<file path="config.mk">
export PLATFORM = sky130hd
export DESIGN_NAME = stim_pulse_sequencer
export DESIGN_NICKNAME = d
export VERILOG_FILES = /design/src/rtl/stim_seq_pkg.sv /design/src/rtl/stim_seq_channel.sv /design/src/rtl/stim_pulse_sequencer.sv
export SDC_FILE = /design/constraint.sdc
export NUM_CORES = 2
export LEC_CHECK = 0
export BUFFER_PORTS_ARGS = -buffer_cell sky130_fd_sc_hd__clkbuf_2
export CORE_AREA = 2 2 610 430
export CTS_BUF_LIST = sky130_fd_sc_hd__clkbuf_8
export DETAILED_ROUTE_END_ITERATION = 10
export DIE_AREA = 0 0 612 432
export GPL_TIMING_DRIVEN = 0
export RECOVER_POWER = 50
export SETUP_SLACK_MARGIN = 0.4
export SLEW_MARGIN = 20
export SYNTH_ARGS = -nofsm -noshare
export SYNTH_HDL_FRONTEND = slang
export SYNTH_HIERARCHICAL = 1
export SYNTH_SLANG_ARGS = --single-unit
</file>
<file path="constraint.sdc">
create_clock -name clk -period 6.45 [get_ports clk]
set_clock_uncertainty 0.05 [all_clocks]
set_input_delay 0.645 -clock clk [delete_from_list [all_inputs] [get_ports clk]]
set_output_delay 0.645 -clock clk [all_outputs]
set_load 0.02 [all_outputs]
</file>
<file path="src/rtl/stim_seq_pkg.sv">
// Shared types and helpers for the stimulation pulse sequencer.
// Optional macro STIM_CHARGE_BALANCE_EN adds the anodic (charge-balance) phase.
package stim_seq_pkg;

    localparam logic [15:0] BASELINE_DEF = 16'h8000;

    typedef enum logic [2:0] {
        ST_IDLE  = 3'd0,
        ST_PULSE = 3'd1,
        ST_ANOD  = 3'd2,
        ST_GAP   = 3'd3,
        ST_FIN   = 3'd4
    } ch_state_t;

    // Mirror amp about base (2*base - amp), clamped to [0, 2^code_w-1]
    function automatic logic [31:0] mirror_code(input logic [31:0] base,
                                                input logic [31:0] amp,
                                                input int unsigned code_w);
        logic [33:0] twice;
        logic [33:0] amp_x;
        logic [33:0] diff;
        logic [33:0] max_code;
        twice    = {1'b0, base, 1'b0};
        amp_x    = {2'b00, amp};
        max_code = (34'd1 << code_w) - 34'd1;
        if (amp_x >= twice) begin
            return 32'd0;
        end
        diff = twice - amp_x;
        if (diff > max_code) begin
            return 32'(max_code);
        end
        return 32'(diff);
    endfunction

endpackage

</file>
<file path="src/rtl/stim_seq_channel.sv">
// One stimulation channel: phase FSM, tick timer, pulse counter and DAC update handshake.
// STIM_CHARGE_BALANCE_EN adds the ANOD phase between PULSE and GAP.
module stim_seq_channel
    import stim_seq_pkg::*;
#(
    parameter int unsigned     CODE_W   = 16,
    parameter int unsigned     TW       = 16,
    parameter logic [CODE_W-1:0] BASELINE = CODE_W'(BASELINE_DEF)
) (
    input  logic              clk,
    input  logic              rst,
    input  logic              tick,
    input  logic              start,
    input  logic              abort,
    input  logic              arm,
    input  logic [CODE_W-1:0] cfg_amp,
    input  logic [TW-1:0]     cfg_width,
    input  logic [TW-1:0]     cfg_period,
    input  logic [15:0]       cfg_npulse,
    input  logic              upd_ready,
    output logic              upd_valid,
    output logic [CODE_W-1:0] upd_code,
    output logic              busy,
    output logic              done,
    output logic              overrun
);

    ch_state_t         state;
    logic [TW-1:0]     timer;
    logic [15:0]       pcnt;
    logic [CODE_W-1:0] amp_r;
    logic [TW-1:0]     wid_r;
    logic [TW-1:0]     per_r;
    logic [15:0]       np_r;

    logic [TW-1:0]     wid_in;
    logic [TW-1:0]     gap_ld;
    logic              timer_hit;
    logic              last_pulse;
    logic              q_en;
    logic [CODE_W-1:0] q_code;

`ifdef STIM_CHARGE_BALANCE_EN
    localparam int unsigned TW1 = TW + 1;
    logic [TW1-1:0] per_x;
    logic [TW1-1:0] wid_x;
`endif

    // Timer reload values, phase events and the code to queue this cycle
    always_comb begin
        wid_in     = (cfg_width == '0) ? TW'(1) : cfg_width;
        timer_hit  = tick && (timer == '0);
        last_pulse = (np_r != '0) && (16'(pcnt + 16'd1) == np_r);
`ifdef STIM_CHARGE_BALANCE_EN
        per_x  = {1'b0, per_r};
        wid_x  = {wid_r, 1'b0};
        gap_ld = (per_x > wid_x) ? TW'(per_x - wid_x - TW1'(1)) : '0;
`else
        gap_ld = (per_r > wid_r) ? TW'(per_r - wid_r - TW'(1)) : '0;
`endif
        q_en   = 1'b0;
        q_code = BASELINE;
        if (abort) begin
            q_en = (state != ST_IDLE);
        end else begin
            case (state)
                ST_IDLE: begin
                    if (start && arm) begin
                        q_en   = 1'b1;
                        q_code = cfg_amp;
                    end
                end
                ST_PULSE: begin
                    if (timer_hit) begin
                        q_en = 1'b1;
`ifdef STIM_CHARGE_BALANCE_EN
                        q_code = CODE_W'(mirror_code(32'(BASELINE), 32'(amp_r), CODE_W));
`endif
                    end
                end
                ST_ANOD: begin
                    q_en = timer_hit;
                end
                ST_GAP: begin
                    if (timer_hit && !last_pulse) begin
                        q_en   = 1'b1;
                        q_code = amp_r;
                    end
                end
                default: ;
            endcase
        end
    end

    // Channel FSM with registered handshake and status outputs
    always_ff @(posedge clk) begin
        if (rst) begin
            state     <= ST_IDLE;
            timer     <= '0;
            pcnt      <= '0;
            amp_r     <= BASELINE;
            wid_r     <= TW'(1);
            per_r     <= '0;
            np_r      <= '0;
            upd_valid <= 1'b0;
            upd_code  <= BASELINE;
            busy      <= 1'b0;
            done      <= 1'b0;
            overrun   <= 1'b0;
        end else begin
            done <= 1'b0;

            if (q_en) begin
                upd_code  <= q_code;
                upd_valid <= 1'b1;
                if (upd_valid && !upd_ready) begin
                    overrun <= 1'b1;
                end
            end else if (upd_valid && upd_ready) begin
                upd_valid <= 1'b0;
            end

            if (abort) begin
                state <= ST_IDLE;
                busy  <= 1'b0;
            end else begin
                case (state)
                    ST_IDLE: begin
                        if (start && arm) begin
                            amp_r <= cfg_amp;
                            wid_r <= wid_in;
                            per_r <= cfg_period;
                            np_r  <= cfg_npulse;
                            pcnt  <= '0;
                            timer <= wid_in - TW'(1);
                            state <= ST_PULSE;
                            busy  <= 1'b1;
                        end
                    end
                    ST_PULSE: begin
                        if (timer_hit) begin
`ifdef STIM_CHARGE_BALANCE_EN
                            state <= ST_ANOD;
                            timer <= wid_r - TW'(1);
`else
                            state <= ST_GAP;
                            timer <= gap_ld;
`endif
                        end else if (tick) begin
                            timer <= timer - TW'(1);
                        end
                    end
`ifdef STIM_CHARGE_BALANCE_EN
                    ST_ANOD: begin
                        if (timer_hit) begin
                            state <= ST_GAP;
                            timer <= gap_ld;
                        end else if (tick) begin
                            timer <= timer - TW'(1);
                        end
                    end
`endif
                    ST_GAP: begin
                        if (timer_hit) begin
                            pcnt <= 16'(pcnt + 16'd1);
                            if (last_pulse) begin
                                state <= ST_FIN;
                                done  <= 1'b1;
                            end else begin
                                state <= ST_PULSE;
                                timer <= wid_r - TW'(1);
                            end
                        end else if (tick) begin
                            timer <= timer - TW'(1);
                        end
                    end
                    default: begin
                        state <= ST_IDLE;
                        busy  <= 1'b0;
                    end
                endcase
            end
        end
    end

endmodule

</file>
<file path="src/rtl/stim_pulse_sequencer.sv">
// Multi-channel pulse-train sequencer: shared tick divider plus NUM_CH channel FSMs.
// Optional macro STIM_CHARGE_BALANCE_EN enables biphasic (anodic) pulses in every channel.
module stim_pulse_sequencer
    import stim_seq_pkg::*;
#(
    parameter int unsigned       NUM_CH   = 12,
    parameter int unsigned       CODE_W   = 16,
    parameter int unsigned       TW       = 16,
    parameter int unsigned       DIV_W    = 8,
    parameter logic [CODE_W-1:0] BASELINE = CODE_W'(BASELINE_DEF)
) (
    input  logic                     clk,
    input  logic                     rst,
    input  logic [DIV_W-1:0]         div_cnt,
    input  logic [NUM_CH-1:0]        arm,
    input  logic                     start,
    input  logic                     abort,
    input  logic [NUM_CH*CODE_W-1:0] cfg_amp,
    input  logic [NUM_CH*TW-1:0]     cfg_width,
    input  logic [NUM_CH*TW-1:0]     cfg_period,
    input  logic [NUM_CH*16-1:0]     cfg_npulse,
    output logic [NUM_CH-1:0]        upd_valid,
    input  logic [NUM_CH-1:0]        upd_ready,
    output logic [NUM_CH*CODE_W-1:0] upd_code,
    output logic [NUM_CH-1:0]        busy,
    output logic [NUM_CH-1:0]        done,
    output logic [NUM_CH-1:0]        overrun
);

    logic [DIV_W-1:0] tick_cnt;
    logic [DIV_W-1:0] div_lat;
    logic             tick;

    // Tick divider; a new div_cnt is picked up only when the count wraps
    always_ff @(posedge clk) begin
        if (rst) begin
            tick_cnt <= '0;
            div_lat  <= div_cnt;
            tick     <= 1'b0;
        end else if (tick_cnt >= div_lat) begin
            tick_cnt <= '0;
            div_lat  <= div_cnt;
            tick     <= 1'b1;
        end else begin
            tick_cnt <= tick_cnt + DIV_W'(1);
            tick     <= 1'b0;
        end
    end

    for (genvar i = 0; i < NUM_CH; i++) begin : g_ch
        stim_seq_channel #(
            .CODE_W   (CODE_W),
            .TW       (TW),
            .BASELINE (BASELINE)
        ) u_ch (
            .clk        (clk),
            .rst        (rst),
            .tick       (tick),
            .start      (start),
            .abort      (abort),
            .arm        (arm[i]),
            .cfg_amp    (cfg_amp[i*CODE_W +: CODE_W]),
            .cfg_width  (cfg_width[i*TW +: TW]),
            .cfg_period (cfg_period[i*TW +: TW]),
            .cfg_npulse (cfg_npulse[i*16 +: 16]),
            .upd_ready  (upd_ready[i]),
            .upd_valid  (upd_valid[i]),
            .upd_code   (upd_code[i*CODE_W +: CODE_W]),
            .busy       (busy[i]),
            .done       (done[i]),
            .overrun    (overrun[i])
        );
    end

endmodule

</file>
==> results.ini <==
[run_status]
status = finished with violations
violations = capacitance limit, slew limit

[critical_path]
critPathArrivalTime_ns = 5.75
critPathCaptureType = flop
r2r_cells = 9
required_ns = 7.32
crit_cells = 8
max_stage_delay_ns = 1.86
worst_path_max_delay_cell = clkbuf_1
timing.critical_path.mode_cell = clkbuf_1
critPathTopFamily = buffers and inverters
crit_buf_inv = 5
worstSetupPathType = in2reg
critPathLaunchType = input port
critPathMaxFanout = 22
crit_chain = clkbuf_1 -> clkbuf_1 -> clkbuf_1 -> or3_1 -> clkbuf_1 -> clkbuf_1 -> nand2_1 -> a21oi_1

[grt]
antenna_found_initial = 81
grt_pass1_vias = 89601
grt_max_degree = 36
track_usage_pct = 26.5
grt_first_pass_wirelength_um = 550000
globalRouteOverflowTotal = 0

[timing]
slew_viol_final = 39
period_share_pct = 75.7
max_freq_ghz = 0.205
setup_viol = 0
finalWorstSetupSlack_ns = 1.56
hold_viol_final = 0
finalCriticalPeriod_ns = 4.89
rsz0062_at_grt = false
worst_pin_slew_ns = 2.62
slew_headroom_pct = -75.0

[synthesis]
synth.distinct_cells = 134
ys_seq_area_share_pct = 32.2
synth_area_mm2 = 0.0900
ys_warn_count = 6
synth_seq_cells = 1445
netlist.area_leader.share_pct = 32.0
synth_cells = 11770
ys.flop_type = dfxtp_1
yosysTopAreaCell = dfxtp_1
synthTopCellsByArea = dfxtp_1, nand2_1, a21oi_1
synth_fp_nets = 12847
postSynthAreaPerCell_um2 = 7.65
async_reset_ff_share_pct = 0
synth-edff-count = 8

[floorplan]
die_y_um = 432
initial_utilization_pct = 34.7
rows = 157
die_w_um = 612
ios = 1044
dieArea_mm2 = 0.264
coreArea_mm2 = 0.259

[route]
vias = 97438
drt_iter0_drc = 10224
drc = 0
ant_nets = 0
routed_wl_um = 371000
routed_via_density = 5.53
first_pass_iters = 8
wire_per_inst_um = 21.0

[final_layout]
mostFrequentLayoutCell = nand2_1
final_area_mm2 = 0.113
layout_common_cells = nand2_1, dfxtp_1, a21oi_1
syn_to_final_growth_pct = 25.3
fin_nets = 14939
drive_gt1_share_pct = 11.8
fillers = 26686

[clock_tree]
clockBufferDepth = 4
htree_num_levels = 4
clock-sinks = 1445
hold_buffers = 792
post_cts_buffers = 0
root_buffer = clkbuf_8
clk_pin_slew_ns = 0.07
ctsResizeCount = 0
clkLatencyLatePin_ns = 1.01
tritoncts = built
cts-buffers-inserted = 245

[flow_run]
cap_viol_max_count = 2

[placed_design]
io_buffer_count = 1043
post-place-ws_ns = 2.27
gp_congestion = 1.00
dpl_cell_area_mm2 = 0.0998
dp_hpwl_um = 286000

[pwr]
power_frac_seq_pct = 41.8
power_frac_comb_pct = 18.2
p_leak_nw = 42.0
p_per_area_mw_per_mm2 = 202
vdd_drop_max_v = 0.000179
internal-power_mw = 15.7
net-switching-power_mw = 6.99
switching_share_pct = 30.8
pwr-share-clk_pct = 40.1

[worst_hold_path]
holdPathStages = 3
hp-class = in2reg

state kept, by name, summed over array words and instances (netlist names):
name                 cells
div_lat                  8
g_ch.u_ch/done          12
g_ch.u_ch/per_r        192
g_ch.u_ch/pcnt         192
tick                     1
g_ch.u_ch/busy          12
g_ch.u_ch/upd_code     192
g_ch.u_ch/upd_valid     12
tick_cnt                 8
g_ch.u_ch/state         36
g_ch.u_ch/overrun       12
g_ch.u_ch/timer        192
g_ch.u_ch/np_r         192
g_ch.u_ch/wid_r        192
g_ch.u_ch/amp_r        192
kinds of logic (layout without fill, tap and decap cells):
logic type,count (synthesis),after routing,synth area share (%)
DFF,1445,1445,32.2
xor gates and xnor gates,802,802,7.81
buffers and inverters,1112,3395,5.18
muxes,55,55,0.652
and+or+nand+nor,4975,4975,27.8
adders and majority gates,274,274,3.91
other,0,61,0
AOI/OAI and AO/OA,3107,3107,22.5
synth_stat cells, types with 32 or more instances:
cell and instances:
and4_1 47, nor2_1 740, nand2b_1 79, nor3_1 299, and2_1 132, inv_1 437
a2111oi_0 58, nor3b_1 32, a31oi_1 80, nand3_1 295, o221ai_1 67, o31ai_1 80
xnor2_1 526, and3_1 89, or4_1 93, o211ai_1 73, a211oi_1 98, nor4_1 236
nor4_2 35, buf_2 63, ha_1 261, a21oi_1 1358, dfxtp_1 1437, o31a_1 35
nand4_1 137, clkbuf_1 533, o22ai_1 47, o21a_1 43, nand2_1 2063, nand3b_1 124
a21o_1 71, nor2b_1 186, o21ai_0 409, a211o_1 49, nor4b_1 37, or3_1 143
a221oi_1 66, a221o_1 124, xor2_1 276
metal layers:
layer	wire length, µm	share of wire, %	global-route usage, %	vias up
li1	-	-	-	46630
met1	166000	45	36.9	45894
met2	157000	42	39.2	4134
met3	28600	7.7	4.49	772
met4	19400	5.2	13.2	8
met5	53	0.014	0	-
worst paths after layout:
path | to | slack [ns] | start
setup reg to reg | g_ch[11].u_ch/upd_code[8] | 2.38 | tick
setup / recovery | g_ch[10].u_ch/amp_r[5] | 1.56 | abort
hold reg to reg | g_ch[2].u_ch/upd_code[13] | 0.36 | g_ch[2].u_ch/amp_r[13]
hold / removal | g_ch[1].u_ch/per_r[10] | 0.12 | cfg_period[26]
power by group through the flow:
stage               sequential, mW  clock, mW  combinational (mW)
floorplan                     9.63          0                2.29
global placement              9.68          0                3.58
detailed placement            9.68          0                3.59
CTS                           9.48       9.30                4.05
global route                  9.52       9.69                4.46
finish                        9.49       9.11                4.13
worst register-to-register path, delay by kind of cell (launching register included):
kind,cells,cell delay (ns)
AOI/OAI and AO/OA,3,0.91
and+or+nand+nor,4,1.78
DFF,1,0.50
buffers and inverters,2,0.71
layout make-up:
| type | count | area, µm² | share of cell area, % |
|---|---|---|---|
| repair buffers | 1845 | 13000 | 11.5 |
| well taps | 3498 | 4380 | 3.88 |
| inverters | 440 | 1650 | 1.46 |
| clock buffers | 301 | 4140 | 3.67 |
| multi-input cells | 9213 | 56300 | 50.0 |
| clock inverters | 137 | 1090 | 0.971 |
| diodes | 61 | 153 | 0.135 |
| flip-flops and latches | 1445 | 29000 | 25.7 |
| plain buffers | 672 | 2990 | 2.65 |
through the flow:
stage / power (mW) / hold WS [ns] / std cells / TNS, ns / util [%]
2_1_floorplan: 11.9 / 0.386 / 11770 / 0 / -
3_3_place_gp: 13.3 / 0.382 / 16311 / -59.65 / 38.4
3_5_place_dp: 13.3 / 0.388 / 16321 / 0 / 38.5
4_1_cts: 22.8 / 0.00752 / 17551 / 0 / 43.5
5_1_grt: 23.7 / 0.0277 / 17607 / 0 / 43.4
6_report: 22.7 / 0.118 / 17612 / 0 / 43.4
No activity file was read; power rests on OpenSTA's default activity.
